==> config.mk <==
export PLATFORM = sky130hd
export DESIGN_NAME = cache_line_fill
export DESIGN_NICKNAME = d
export VERILOG_FILES = /design/src/rtl/cache_line_fill.sv
export SDC_FILE = /design/constraint.sdc
export NUM_CORES = 1
export LEC_CHECK = 0
export ABC_AREA = 1
export BUFFER_PORTS_ARGS = -buffer_cell sky130_fd_sc_hd__buf_2
export CELL_PAD_IN_SITES_DETAIL_PLACEMENT = 0
export CELL_PAD_IN_SITES_GLOBAL_PLACEMENT = 1
export CORE_MARGIN = 2
export CORE_UTILIZATION = 37
export DETAILED_ROUTE_END_ITERATION = 7
export PLACE_DENSITY_LB_ADDON = 0.2
export SETUP_SLACK_MARGIN = 0.4
export SYNTH_ARGS = -nofsm -noshare
export SYNTH_HDL_FRONTEND = slang
export SYNTH_SLANG_ARGS = --single-unit
==> constraint.sdc <==
create_clock -name clock -period 4.6 [get_ports clock]
set_input_delay 0.69 -clock clock [delete_from_list [all_inputs] [get_ports clock]]
set_output_delay 0.69 -clock clock [all_outputs]
set_load 0.005 [all_outputs]
==> src/rtl/cache_line_fill.sv <==
// cache_line_fill: reads one cache line of consecutive words from fixed-latency memory and returns it with a done pulse
module cache_line_fill #(
  parameter int ADDR_W = 32,
  parameter int WORD_W = 64,
  parameter int WORDS_PER_LINE = 4,
  parameter int TAG_W = 28,
  parameter int RAM_ADDR_W = 64,
  parameter int MEM_LATENCY = 1
) (
  input  logic                               clock,
  input  logic                               reset,
  input  logic                               fill_req,
  input  logic [ADDR_W-1:0]                  fill_addr,
  output logic                               fill_busy,
  output logic                               fill_done,
  output logic [WORD_W*WORDS_PER_LINE-1:0]   fill_line,
  output logic [TAG_W-1:0]                   fill_tag,
  output logic [RAM_ADDR_W-1:0]              RAM_address,
  output logic                               mem_rd_en,
  input  logic [WORD_W-1:0]                  main_memory_data
);
  localparam int LW = $clog2(WORDS_PER_LINE);
  typedef enum logic [1:0] {IDLE, ISSUE, DRAIN, DONE} state_t;
  state_t state, state_nx;
  logic accept, last_issue, cap, cap_last;
  logic [MEM_LATENCY-1:0] pv;
  logic [LW-1:0] pi [MEM_LATENCY];
  assign accept = fill_req && (state == IDLE || state == DONE);
  assign last_issue = RAM_address[LW-1:0] == LW'(WORDS_PER_LINE - 1);
  assign cap = pv[MEM_LATENCY-1];
  assign cap_last = cap && pi[MEM_LATENCY-1] == LW'(WORDS_PER_LINE - 1);
  assign fill_busy = state == ISSUE || state == DRAIN;
  assign fill_done = state == DONE;
  // next state: issue one word per cycle, then wait for the last word to come back
  always_comb begin
    state_nx = accept ? ISSUE
             : state == ISSUE ? (last_issue ? DRAIN : ISSUE)
             : state == DRAIN ? (cap_last ? DONE : DRAIN)
             : IDLE;
  end
  // state register
  always_ff @(posedge clock) begin
    if (reset) state <= IDLE;
    else state <= state_nx;
  end
  // address sequencing, valid pipe and line assembly; the offset increments only within the line
  always_ff @(posedge clock) begin
    if (reset) begin
      RAM_address <= '0;
      mem_rd_en <= 1'b0;
      fill_tag <= '0;
      fill_line <= '0;
      pv <= '0;
    end else begin
      mem_rd_en <= state_nx == ISSUE;
      if (accept) begin
        RAM_address <= RAM_ADDR_W'(fill_addr & ~ADDR_W'(WORDS_PER_LINE - 1));
        fill_tag <= fill_addr[ADDR_W-1 -: TAG_W];
      end else if (state == ISSUE && !last_issue)
        RAM_address <= {RAM_address[RAM_ADDR_W-1:LW], RAM_address[LW-1:0] + LW'(1)};
      pv[0] <= mem_rd_en;
      for (int i = 1; i < MEM_LATENCY; i++) pv[i] <= pv[i-1];
      if (cap) fill_line[pi[MEM_LATENCY-1]*WORD_W +: WORD_W] <= main_memory_data;
    end
  end
  // word index travels alongside the valid bit; it is only meaningful where the valid bit is set
  always_ff @(posedge clock) begin
    pi[0] <= RAM_address[LW-1:0];
    for (int i = 1; i < MEM_LATENCY; i++) pi[i] <= pi[i-1];
  end
endmodule

==> results.md, run 1 <==
| Result | Value | Unit |
| --- | --- | --- |
| Sequential element share of the synthesized area | 50.5 | % |
| Start-to-end type of the worst setup path | reg -> reg | - |
| Vias | 12500 | - |
| Run status | complete, no violations | - |
| Actual slew at the worst max-slew pin | 1.05 | ns |
| Synth Area in Compound Gates | 7.76 | % |
| Maximum clock skew at final layout | 0.00832 | ns |
| Upper clock frequency limit | 363 | MHz |
| Final setup violating endpoints | 0 | - |
| HPWL reported at the end of detailed placement | 27700 | um |
| Crit path launch type | register | - |
| Fill cells | 3648 | - |
| Fraction of layout cells with a size suffix above 1 | 22.6 | % |
| Post-Place Cells | 2589 | - |
| Critical Path Fanout Max | 69 | - |
| Number of global-route vias before repair | 11800 | - |
| Overall fraction of global-route tracks in use | 23.1 | % |
| Clock tree from TritonCTS | built | - |
| Worst hold-check path type | reg -> reg | - |
| Maximum number of pins on one net before global-route repair | 160 | - |
| Detailed Route Iter0 Violations | 822 | - |
| WP buf/inv | 2 | - |
| Top routing layer used | met5 | - |
| Overall power consumption | 6.53 | mW |
| Largest stage delay on the critical path | 0.70 | ns |
| Met3 wirelength from detailed routing | 3650 | um |
| Ordered cell list for the critical path | buf_4, ha_1, nand2_2, nor2_4, buf_12, nand2_1, a21oi_1 | - |
| Xor and xnor fraction of the mapped netlist area | 0 | % |
| Clock latency at the later pin of the worst-skew pair | 0.51 | ns |
| Area taken by flip-flops and latches | 6450 | um2 |
| Post-synthesis share of cell area spent on full adders, half adders and majority gates | 0.979 | % |
| Count of synthesis-stage warnings from yosys | 0 | - |
| CTS max path bufs | 3 | - |
| Slew Limit Fails | 0 | - |
| Starting density of the core | 37.3 | % |
| Final estimated routing congestion in global placement | 0.798 | - |
| Sum of routed wire segments on met1 | 18600 | um |
| Mux share of post-synthesis cell area | 0 | % |
| Clock-pin slew on the worst setup and hold paths | 0.06 | ns |
| Synthesized area divided by synthesized cell count | 6.98 | um2 |
| I/O Pins | 450 | - |
| Full die area | 36000 | um2 |
| Number of antenna violations at the first check in global routing | 7 | - |
| CP top delay family | buffers and inverters | - |
| Min Clock Period, post-route | 2.75 | ns |
| Mean routed wirelength per cell | 16.2 | um |
| Slowest cell on the critical path | buf_4 | - |
| RSZ-0062 raised after global routing | no | - |
| Number of instances in the synthesized netlist | 1831 | - |
| Post-CTS Hold Fix Bufs | 0 | - |
| Clk Tree Root Cell | clkbuf_16 | - |
| Area overhead of the layout relative to synthesis | 26.9 | % |
| Detailed-route vias per instance | 4.70 | - |
| Cell Pwr Density | 403 | nW/um2 |
| Headroom to the max-slew limit | 29.6 | % |
| CTS Buf Count | 36 | - |
| Post-detailed-routing wire length | 42900 | um |
| Final hold viol count | 0 | - |
| Drc violations | 0 | - |
| Netlist cell types | 16 | - |
| H-tree level count | 2 | - |
| Worst hold slack after final layout | 0.397 | ns |
| Iteration count of the initial detailed-routing pass | 5 | - |
| Post-cts repair resize count | 0 | - |
| Die Ht | 190 | um |
| Area of the core region | 34300 | um2 |
| Die W | 190 | um |
| Count of nets after finishing | 2281 | - |
| Sum Neg Setup Slack | 0 | ns |
| Buffers inserted during post-CTS setup optimization | 0 | - |
| First-pass GRT wire length | 66600 | um |
| Gr ovfl total | 0 | - |
| Crit path capture type | register | - |
| Simple-gate area share of the yosys netlist | 32.3 | % |
| Synth Register Bits | 322 | - |
| Met2 wirelength from detailed routing | 19600 | um |
| Total non-filler cell area in the finished layout | 16200 | um2 |
| Multi-input combinational cell area | 5400 | um2 |
| Detail Route Antenna Nets | 0 | - |
| Synthesized area | 12800 | um2 |
| Row count | 68 | - |
| Filler-free cell count of the finished design | 2656 | - |
| Peak supply drop | 0.229 | mV |
| Area post-placement | 15000 | um2 |
| Final cycle utilization of the critical path | 59.9 | % |
| Data arrival time at the worst-slack endpoint | 3.18 | ns |
| Leakage | 7.52 | nW |
| Max_cap viols | 0 | - |
| Count of input and output buffers | 415 | - |
| Largest family of logic cells by synthesized area | simple AND/OR/NAND/NOR gates | - |
| CTS sink cnt | 322 | - |
| Required arrival time at the worst endpoint | 5.02 | ns |
[power by group]
part	internal [mW]	leakage (nW)	switching [mW]
clock network	1.90	0.616	1.14
logic	0.183	4.30	0.400
registers	2.87	2.61	0.0400
total	4.95	7.52	1.58
[worst register-to-register path, cell delays in order (launching register included)]
cell	delay (ns)
dfxtp_4	0.35
buf_4	0.70
ha_1	0.31
nand2_2	0.08
nor2_4	0.68
buf_12	0.32
nand2_1	0.09
a21oi_1	0.15
[cell usage in the layout (no fill, tap or decap), types with 5 or more instances in the layout]
master / synthesis / final
nand2_1: 573 / 570
buf_4: 32 / 11
bufinv_16: 0 / 5
clkbuf_1: 66 / 8
clkbuf_8: 0 / 10
buf_2: 55 / 414
inv_1: 77 / 77
dfxtp_1: 322 / 321
ha_1: 10 / 9
a21oi_1: 194 / 194
nor2_1: 393 / 393
clkbuf_16: 0 / 37
conb_1: 1 / 32
nand3_1: 93 / 92
[layer usage]
metal	track usage, %	up-vias
li1	-	6282
met3	6.75	65
met1	29.7	5716
met4	7.19	6
met2	37.4	404
met5	0	-
[cell usage after synthesis]
library cell	count	share of area (%)
nand4_1	1	0.049
nand2_1	573	17
nand3_1	93	3.6
inv_1	77	2.3
dfxtp_1	322	50
inv_2	3	0.088
conb_1	1	0.029
clkbuf_1	66	1.9
buf_2	55	2.2
ha_1	10	0.98
o21ai_0	4	0.16
buf_1	4	0.12
nor2_4	3	0.26
buf_4	32	1.9
a21oi_1	194	7.6
nor2_1	393	12
[stage by stage]
step           util (%)  setup slack (ns)
3_3_place_gp       43.6              1.52
3_5_place_dp       43.6              1.53
5_1_grt            47.3              1.66
6_report           47.3              1.85
4_1_cts            47.2              1.79
2_1_floorplan         -              2.69
[cell type report]
cell class | instances | share of cell area, %
clock buffer | 54 | 6.66
multi-input combinational | 1303 | 33.3
antenna | 4 | 0.0617
timing repair buffer | 429 | 13.7
inverter | 80 | 1.87
clock inverter | 9 | 1.05
sequential | 322 | 39.8
tap | 455 | 3.51
[registers in the layout, indices dropped and copies added (netlist names)]
register,cells
RAM_address,32
pi,2
mem_rd_en,1
cap,1
fill_tag,28
fill_line,256
state,2
[logic make-up after synthesis]
logic type                 Yosys count
and+or+nand+nor                   1063
other                                1
DFF                                322
AOI/OAI and AO/OA                  198
buffers and inverters              237
adders and majority gates           10
[worst paths after layout]
check	to	from	slack [ns]	cells after the start
worst min register to register	pi[0][0]	RAM_address[0]	0.40	0
worst max register to register	fill_line[239]	pi[0][0]	1.85	7
worst min-delay path	pi[0][0]	RAM_address[0]	0.40	0
worst max-delay path	fill_line[239]	pi[0][0]	1.85	7
No activity file was read; power rests on OpenSTA's default activity.
==> inputs of run 2 (changes only) <==
--- a/config.mk
+++ b/config.mk
@@ -5,12 +5,12 @@
 export SDC_FILE = /design/constraint.sdc
 export NUM_CORES = 1
 export LEC_CHECK = 0
-export ABC_AREA = 1
+export ABC_AREA = 0
 export BUFFER_PORTS_ARGS = -buffer_cell sky130_fd_sc_hd__buf_2
 export CELL_PAD_IN_SITES_DETAIL_PLACEMENT = 0
 export CELL_PAD_IN_SITES_GLOBAL_PLACEMENT = 1
 export CORE_MARGIN = 2
-export CORE_UTILIZATION = 37
+export CORE_UTILIZATION = 36
 export DETAILED_ROUTE_END_ITERATION = 7
 export PLACE_DENSITY_LB_ADDON = 0.2
 export SETUP_SLACK_MARGIN = 0.4
==> constraint.sdc (replaced) <==
create_clock -name clock -period 2.75 [get_ports clock]
set_input_delay 0.4125 -clock clock [delete_from_list [all_inputs] [get_ports clock]]
set_output_delay 0.4125 -clock clock [all_outputs]
set_load 0.005 [all_outputs]
==> run 2 against run 1 <==
Against the previous run:
- combinational power up 31%
- worst setup slack got worse by 1.3 ns
- non-clock buffer count rose by 15
- global-route usage shrank 0.99 points
- sequential power up 66%
- register-to-register slack got worse by 1.3 ns
- hold slack lost 0.26 ns
==> results.md, run 2 <==
| Result | Value | Unit | vs previous |
| --- | --- | --- | --- |
| Worst-case register-to-register setup slack | 0.51 | ns | -1.34 ns |
| I/O Pins | 450 | - | unchanged |
| Worst hold-check path type | in -> reg | - |  |
| Clock-pin slew on the worst setup and hold paths | 0.06 | ns | about the same |
| Overall fraction of global-route tracks in use | 22.1 | % | -0.99 points |
| CTS sink cnt | 322 | - | unchanged |
| CP top delay family | simple AND/OR/NAND/NOR gates | - |  |
| Slew Limit Fails | 0 | - | unchanged |
| Netlist cell types | 27 | - | +11 |
| Full die area | 33200 | um2 | -7.9% |
| Start-to-end type of the worst setup path | reg -> reg | - |  |
| Length in cells of the worst reg-to-reg path | 6 | - | -1 |
| Ordered cell list for the critical path | inv_1, ha_1, or3_4, nor4_4, buf_12, a22o_1 | - |  |
| Max FFs per register | 256 | - | unchanged |
| Cell with the most instances after synthesis | dfxtp_1 | - |  |
| Area of the core region | 31400 | um2 | -8.4% |
| Maximum number of pins on one net before global-route repair | 74 | - | -54% |
| Leakage | 6.62 | nW | -12% |
| Share of synthesized flip-flops with an asynchronous set or reset | 0 | % | unchanged |
| Synth Register Bits | 322 | - | unchanged |
| Flip-flop cell with the highest count after synthesis | dfxtp_1 | - |  |
| Commonest cells post-synth | 322 x dfxtp_1, 137 x nand2_1, 136 x a21oi_1, 118 x a22o_1, 69 x nor2_1 | - |  |
| Detailed Route Iter0 Violations | 653 | - | -21% |
| Run status | complete, no violations | - |  |
| Largest stage delay on the critical path | 0.43 | ns | -0.27 ns |
| Row count | 65 | - | -4.4% |
| RSZ-0062 raised after global routing | no | - |  |
| Headroom to the max-slew limit | 45.6 | % | +16 points |
| Launch point of the worst hold path | fill_addr[27] | - |  |
| Data arrival time at the worst-slack endpoint | 2.68 | ns | -0.50 ns |
| Iteration count of the initial detailed-routing pass | 4 | - | -1 |
| Die Ht | 182 | um | -4.0% |
| Hold Path Stages | 2 | - | +2 |
| Count of flip-flops with a built-in enable after synthesis | 0 | - | unchanged |
| CTS Buf Count | 36 | - | unchanged |
| Detailed-route vias per instance | 5.25 | - | +12% |
| Starting density of the core | 36.4 | % | -0.87 points |
| Synthesized area | 11400 | um2 | -11% |
| Detail Route Antenna Nets | 0 | - | unchanged |
| Actual slew at the worst max-slew pin | 0.816 | ns | -0.239 ns |
| Reg-to-reg critical path endpoint | fill_line[230] | - |  |
| Critical Path Fanout Max | 48 | - | -30% |
| Area post-placement | 13700 | um2 | -8.2% |
| Sum Neg Setup Slack | 0 | ns | unchanged |
| Final setup violating endpoints | 0 | - | unchanged |
| Mean routed wirelength per cell | 19.8 | um | +22% |
| Upper clock frequency limit | 446 | MHz | +23% |
| Hold path endpoint | RAM_address[27] | - |  |
| Most frequent cells in the layout | 414 x buf_2, 321 x dfxtp_1, 134 x nand2_1, 134 x a21oi_1, 118 x a22o_1 | - |  |
| Crit path launch type | register | - |  |
| Synthesized area divided by synthesized cell count | 9.87 | um2 | +42% |
| Slowest cell on the critical path | dfxtp_2 | - |  |
| Regs by FF count | fill_line x256, RAM_address x32, fill_tag x28 | - |  |
| Max_cap viols | 0 | - | unchanged |
| Fraction of layout cells with a size suffix above 1 | 33.2 | % | +11 points |
| Count of synthesis-stage warnings from yosys | 0 | - | unchanged |
| WP buf/inv | 2 | - | unchanged |
| Number of global-route vias before repair | 9674 | - | -18% |
| Clk Tree Root Cell | clkbuf_16 | - |  |
| Fill cells | 3082 | - | -16% |
| Number of instances in the synthesized netlist | 1157 | - | -37% |
| Area overhead of the layout relative to synthesis | 30.5 | % |  |
| Drc violations | 0 | - | unchanged |
| Sequential element share of the synthesized area | 56.4 | % | +6.0 points |
| Clock latency at the later pin of the worst-skew pair | 0.51 | ns | about the same |
| Most common library cell in the layout ignoring fill and taps | buf_2 | - |  |
| Min Clock Period, post-route | 2.24 | ns | -0.513 ns |
| Post-detailed-routing wire length | 38500 | um | -10% |
| Final cycle utilization of the critical path | 81.5 | % | +22 points |
| Count of input and output buffers | 415 | - | unchanged |
| Peak supply drop | 0.471 | mV | +110% |
| Clock tree from TritonCTS | built | - |  |
| Cell Pwr Density | 691 | nW/um2 | +72% |
| Final hold viol count | 0 | - | unchanged |
| Cell accounting for the most synthesized area | dfxtp_1 | - |  |
| Total non-filler cell area in the finished layout | 14900 | um2 | -8.0% |
| Maximum clock skew at final layout | 0.0114 | ns | +0.00311 ns |
| Count of nets after finishing | 1632 | - | -28% |
| Die W | 182 | um | -4.0% |
| Vias | 10200 | - | -18% |
| Number of antenna violations at the first check in global routing | 3 | - | -4 |
| Final estimated routing congestion in global placement | 0.739 | - | -7.4% |
| R2r startpoint | pi[0][0] | - |  |
| Gr ovfl total | 0 | - | unchanged |
| Crit path capture type | register | - |  |
| CTS max path bufs | 3 | - | unchanged |
| Cell types with the largest area share after synthesis | dfxtp_1 56%, a22o_1 9.0%, a21oi_1 6.0% | - |  |
| Required arrival time at the worst endpoint | 3.19 | ns | -1.83 ns |
| HPWL reported at the end of detailed placement | 24900 | um | -10% |
| First-pass GRT wire length | 58200 | um | -13% |
| Fraction of synthesized cell area taken by the top area cell type | 56.4 | % | +6.0 points |
| Register with the highest flop count | fill_line | - |  |
| H-tree level count | 2 | - | unchanged |
-- run 2: where the power goes --
part	leakage (nW)	internal, mW	switching (mW)	total (mW)
Combinational	3.44	0.277	0.483	0.760
Clock	0.575	2.86	1.85	4.71
Sequential	2.61	4.77	0.0571	4.83
-- run 2: routing by layer --
metal / vias up / routed length [um] / GRT usage, %
li1: 4857 / - / -
met1: 4889 / 16600 / 28.3
met2: 406 / 17700 / 35.6
met3: 69 / 3140 / 6.71
met4: 2 / 1140 / 7.55
met5: - / 14 / 0
-- run 2: worst max-delay path by stage --
stage	from	depth (start not counted)	end
floorplan	pi[0][0]	6	fill_line[192]
global placement	pi[0][0]	6	fill_line[130]
detailed placement	pi[0][0]	6	fill_line[137]
CTS	pi[0][0]	6	fill_line[217]
global route	pi[0][0]	6	fill_line[217]
finish	pi[0][0]	6	fill_line[230]
-- run 2: final cells by class --
class | instances | area, um2 | share of cell area [%]
Multi-Input combinational cell | 714 | 4400 | 29.5
Antenna cell | 2 | 5.00 | 0.0336
Clock buffer | 52 | 1060 | 7.13
Tap cell | 402 | 503 | 3.37
Sequential cell | 322 | 6450 | 43.2
Inverter | 5 | 18.8 | 0.126
Timing Repair Buffer | 444 | 2380 | 15.9
Clock inverter | 8 | 97.6 | 0.655
-- run 2: logic make-up after synthesis --
family	share of synthesized area [%]
muxes	0.175
buffers and inverters	6.69
AOI/OAI and AO/OA	19.9
xor gates and xnor gates	0.0767
other	0.0328
DFF	56.4
and+or+nand+nor	15.6
adders and majority gates	1.10
-- run 2: timing repair --
| action | CTS | global route |
|---|---|---|
| hold buffers | 0 | 0 |
| endpoints found under the hold margin | 0 | 0 |
| setup endpoints to repair | 0 | 124 |
| resized for setup | 0 | 3 |
| setup buffers | 0 | 0 |
-- run 2: metrics by stage --
stage	setup WS (ns)	hold WS, ns	std cells	util (%)	power [mW]
after global placement	0.475	0.387	1887	43.7	5.68
after detailed placement	0.434	0.393	1887	43.7	5.69
after floorplan	0.703	0.381	1188	-	5.33
final	0.509	0.137	1949	47.5	10.3
after global routing	0.408	0.120	1949	47.5	10.7
after CTS	0.407	0.114	1947	47.4	10.4
==> inputs of run 3 (changes only) <==
--- a/config.mk
+++ b/config.mk
@@ -5,12 +5,12 @@
 export SDC_FILE = /design/constraint.sdc
 export NUM_CORES = 1
 export LEC_CHECK = 0
-export ABC_AREA = 0
+export ABC_AREA = 1
 export BUFFER_PORTS_ARGS = -buffer_cell sky130_fd_sc_hd__buf_2
 export CELL_PAD_IN_SITES_DETAIL_PLACEMENT = 0
 export CELL_PAD_IN_SITES_GLOBAL_PLACEMENT = 1
 export CORE_MARGIN = 2
-export CORE_UTILIZATION = 36
+export CORE_UTILIZATION = 31
 export DETAILED_ROUTE_END_ITERATION = 7
 export PLACE_DENSITY_LB_ADDON = 0.2
 export SETUP_SLACK_MARGIN = 0.4
==> constraint.sdc (replaced) <==
create_clock -name clock -period 2.05 [get_ports clock]
set_input_delay 0.3075 -clock clock [delete_from_list [all_inputs] [get_ports clock]]
set_output_delay 0.3075 -clock clock [all_outputs]
set_load 0.005 [all_outputs]
==> run 3 against run 2 <==
Against the previous run:
- register-to-register slack got worse by 0.07 ns
- worst setup slack worse by 0.089 ns
- via count grew 24%
==> results.md, run 3 (same netlist as run 1, synthesis figures left out) <==
| Result | Value | Unit | vs previous |
| --- | --- | --- | --- |
| Clk Tree Root Cell | clkbuf_16 | - |  |
| Post-detailed-routing wire length | 47800 | um | +24% |
| Logic pwr share | 9.8 | % | +2.4 points |
| Setup ws final | 0.420 | ns | -0.0894 ns |
| Detailed-route vias per instance | 4.52 | - | -14% |
| Worst hold slack after final layout | 0.0364 | ns | -0.101 ns |
| Ordered cell list for the critical path | inv_2, ha_4, inv_2, buf_6 | - |  |
| Reg-to-reg critical path endpoint | fill_line[127] | - |  |
| Max FFs per register | 256 | - | unchanged |
| Area overhead of the layout relative to synthesis | 36.0 | % |  |
| Starting density of the core | 31.4 | % | -5.0 points |
| Actual slew at the worst max-slew pin | 0.645 | ns | -0.170 ns |
| Crit path capture type | output pin | - |  |
| CTS max path bufs | 3 | - | unchanged |
| Leakage | 8.00 | nW | +21% |
| Fill cells | 4362 | - | +42% |
| Number of antenna violations at the first check in global routing | 2 | - | -1 |
| Seq pwr share | 43.6 | % | -3.3 points |
| CTS Buf Count | 38 | - | +5.6% |
| Final estimated routing congestion in global placement | 0.787 | - | +6.4% |
| Maximum clock skew at final layout | 0.0125 | ns | +0.00102 ns |
| Fraction of layout cells with a size suffix above 1 | 25.0 | % | -8.2 points |
| Share of total power in the clock network | 46.6 | % | +0.8 points |
| Detailed Route Iter0 Violations | 764 | - | +17% |
| Gr ovfl total | 0 | - | unchanged |
| Switching part of the total | 25.0 | % | +1.8 points |
| Hold path endpoint | fill_tag[16] | - |  |
| Row count | 74 | - | +14% |
| Die Ht | 207 | um | +14% |
| Vias | 12600 | - | +24% |
| Clock tree from TritonCTS | built | - |  |
| Launch point of the worst hold path | fill_addr[20] | - |  |
| Required arrival time at the worst endpoint | 1.74 | ns | -1.45 ns |
| Length in cells of the worst reg-to-reg path | 9 | - | +3 |
| Total non-filler cell area in the finished layout | 17400 | um2 | +17% |
| Overall power consumption | 15.0 | mW | +46% |
| Number of global-route vias before repair | 11700 | - | +21% |
| WP buf/inv | 3 | - | +1 |
| Sum Neg Setup Slack | 0 | ns | unchanged |
| Final hold viol count | 0 | - | unchanged |
| Min Clock Period, post-route | 1.63 | ns |  |
| Run status | complete, no violations | - |  |
| First-pass GRT wire length | 70900 | um | +22% |
| Most frequent cells in the layout | 569 x nand2_1, 412 x buf_2, 392 x nor2_1 | - |  |
| I/O Pins | 450 | - | unchanged |
| Area post-placement | 15400 | um2 | +12% |
| Largest stage delay on the critical path | 0.34 | ns | -0.09 ns |
| Clock latency at the later pin of the worst-skew pair | 0.54 | ns | +0.03 ns |
| Cell Pwr Density | 863 | nW/um2 | +25% |
| Most common library cell in the layout ignoring fill and taps | nand2_1 | - |  |
| Full die area | 42900 | um2 | +29% |
| Filler-free cell count of the finished design | 2793 | - | +43% |
| Register with the highest flop count | fill_line | - |  |
| Regs by FF count | fill_line x256, RAM_address x32, fill_tag x28 | - |  |
| R2r startpoint | pi[0][0] | - |  |
| Switching power | 3.75 | mW | +57% |
| Slowest cell on the critical path | dfxtp_2 | - |  |
| Maximum number of pins on one net before global-route repair | 132 | - | +78% |
| Upper clock frequency limit | 614 | MHz |  |
| Worst-case register-to-register setup slack | 0.44 | ns | -0.07 ns |
| Count of nets after finishing | 2342 | - | +44% |
| Data arrival time at the worst-slack endpoint | 1.32 | ns | -1.36 ns |
| Hold Path Stages | 3 | - | +1 |
| Area of the core region | 40700 | um2 | +30% |
| Final Core Density | 42.6 | % | -4.8 points |
| Slew Limit Fails | 0 | - | unchanged |
| Design internal power | 11.2 | mW | +42% |
| CP top delay family | flip-flops | - |  |
| Number of inserted diodes | 0 | - | -2 |
| Drc violations | 0 | - | unchanged |
| Overall fraction of global-route tracks in use | 20.8 | % | -1.3 points |
| Final setup violating endpoints | 0 | - | unchanged |
| Cell repeated most along the worst path | inv_2 | - |  |
| Detail Route Antenna Nets | 0 | - | unchanged |
| Count of input and output buffers | 415 | - | unchanged |
| Final cycle utilization of the critical path | 79.5 | % |  |
| H-tree level count | 2 | - | unchanged |
| Post-Place Cells | 2683 | - | +42% |
| Die W | 207 | um | +14% |
| Dpl ws | 0.125 | ns | -0.310 ns |
| CTS sink cnt | 322 | - | unchanged |
| Mean routed wirelength per cell | 17.1 | um | -13% |
| HPWL reported at the end of detailed placement | 29800 | um | +20% |
| Iteration count of the initial detailed-routing pass | 5 | - | +1 |
| Clock-pin slew on the worst setup and hold paths | 0.06 | ns | about the same |
| Peak supply drop | 0.514 | mV | +9.0% |
| Start-to-end type of the worst setup path | reg -> out | - |  |
| Crit path launch type | register | - |  |
| Max_cap viols | 0 | - | unchanged |
| Critical Path Fanout Max | 2 | - | -96% |
| Worst hold-check path type | in -> reg | - |  |
| Headroom to the max-slew limit | 57.0 | % | +11 points |
| RSZ-0062 raised after global routing | yes | - |  |
run 3: changes by cell type in the layout (fill, tap and decap cells not counted), sizes merged, moves of 13 or more:
cell         before  now
dlygate4sd3       0   13
a21oi           136  194
a22o            118    0
inv               7   81
clkbuf           52   65
buf             444  467
nor2             69  396
nand4b           63    0
nand2           137  573
nand3            68   93
a32oi            64    0
run 3: layer usage:
metal  track usage (%)  routed length, um
met1              26.8              20900
met5                 0                 19
met2              33.4              22100
met4              7.34               1230
met3              5.82               3540
run 3: worst min-delay path: cells and delay by family:
kind                   cells  cell delay, ns
AND/OR/NAND/NOR            2            0.15
buffers and inverters      1            0.08
run 3: how the worst max path moves through the flow:
| stage | cells past startpoint | slack, ns | end | from |
|---|---|---|---|---|
| 2_1_floorplan | 9 | 0.41 | fill_line[217] | pi[0][0] |
| 3_3_place_gp | 8 | 0.14 | fill_line[16] | pi[0][0] |
| 3_5_place_dp | 8 | 0.12 | fill_line[16] | pi[0][0] |
| 4_1_cts | 4 | 0.38 | fill_busy | state[0] |
| 5_1_grt | 8 | 0.35 | fill_line[82] | pi[0][0] |
| 6_report | 4 | 0.42 | fill_busy | state[0] |
run 3: layout make-up:
class                      instances  area [um2]  area share (%)
clock buffer                      57        1200            6.89
tap                              532         666            3.83
clock inverter                    11         109           0.627
timing repair buffer             488        3180            18.3
inverter                          80         305            1.76
multi-input combinational       1303        5470            31.5
sequential                       322        6450            37.1
run 3: power by group through the flow:
stage	Sequential (mW)	Combinational (mW)	Clock (mW)
6_report	6.53	1.47	6.99
5_1_grt	6.55	1.64	7.43
4_1_cts	6.53	1.48	7.20
3_5_place_dp	6.67	1.41	0
3_3_place_gp	6.66	1.41	0
2_1_floorplan	6.67	0.820	0
run 3: timing repair:
item | in CTS | in global routing
hold buffers | 13 | 0
buffers inserted | 13 | 5
endpoints found under the setup margin | 259 | 167
gates resized for setup | 17 | 13
hold endpoints to repair | 25 | 0
cloned | 3 | 8
pin swaps | 3 | 4
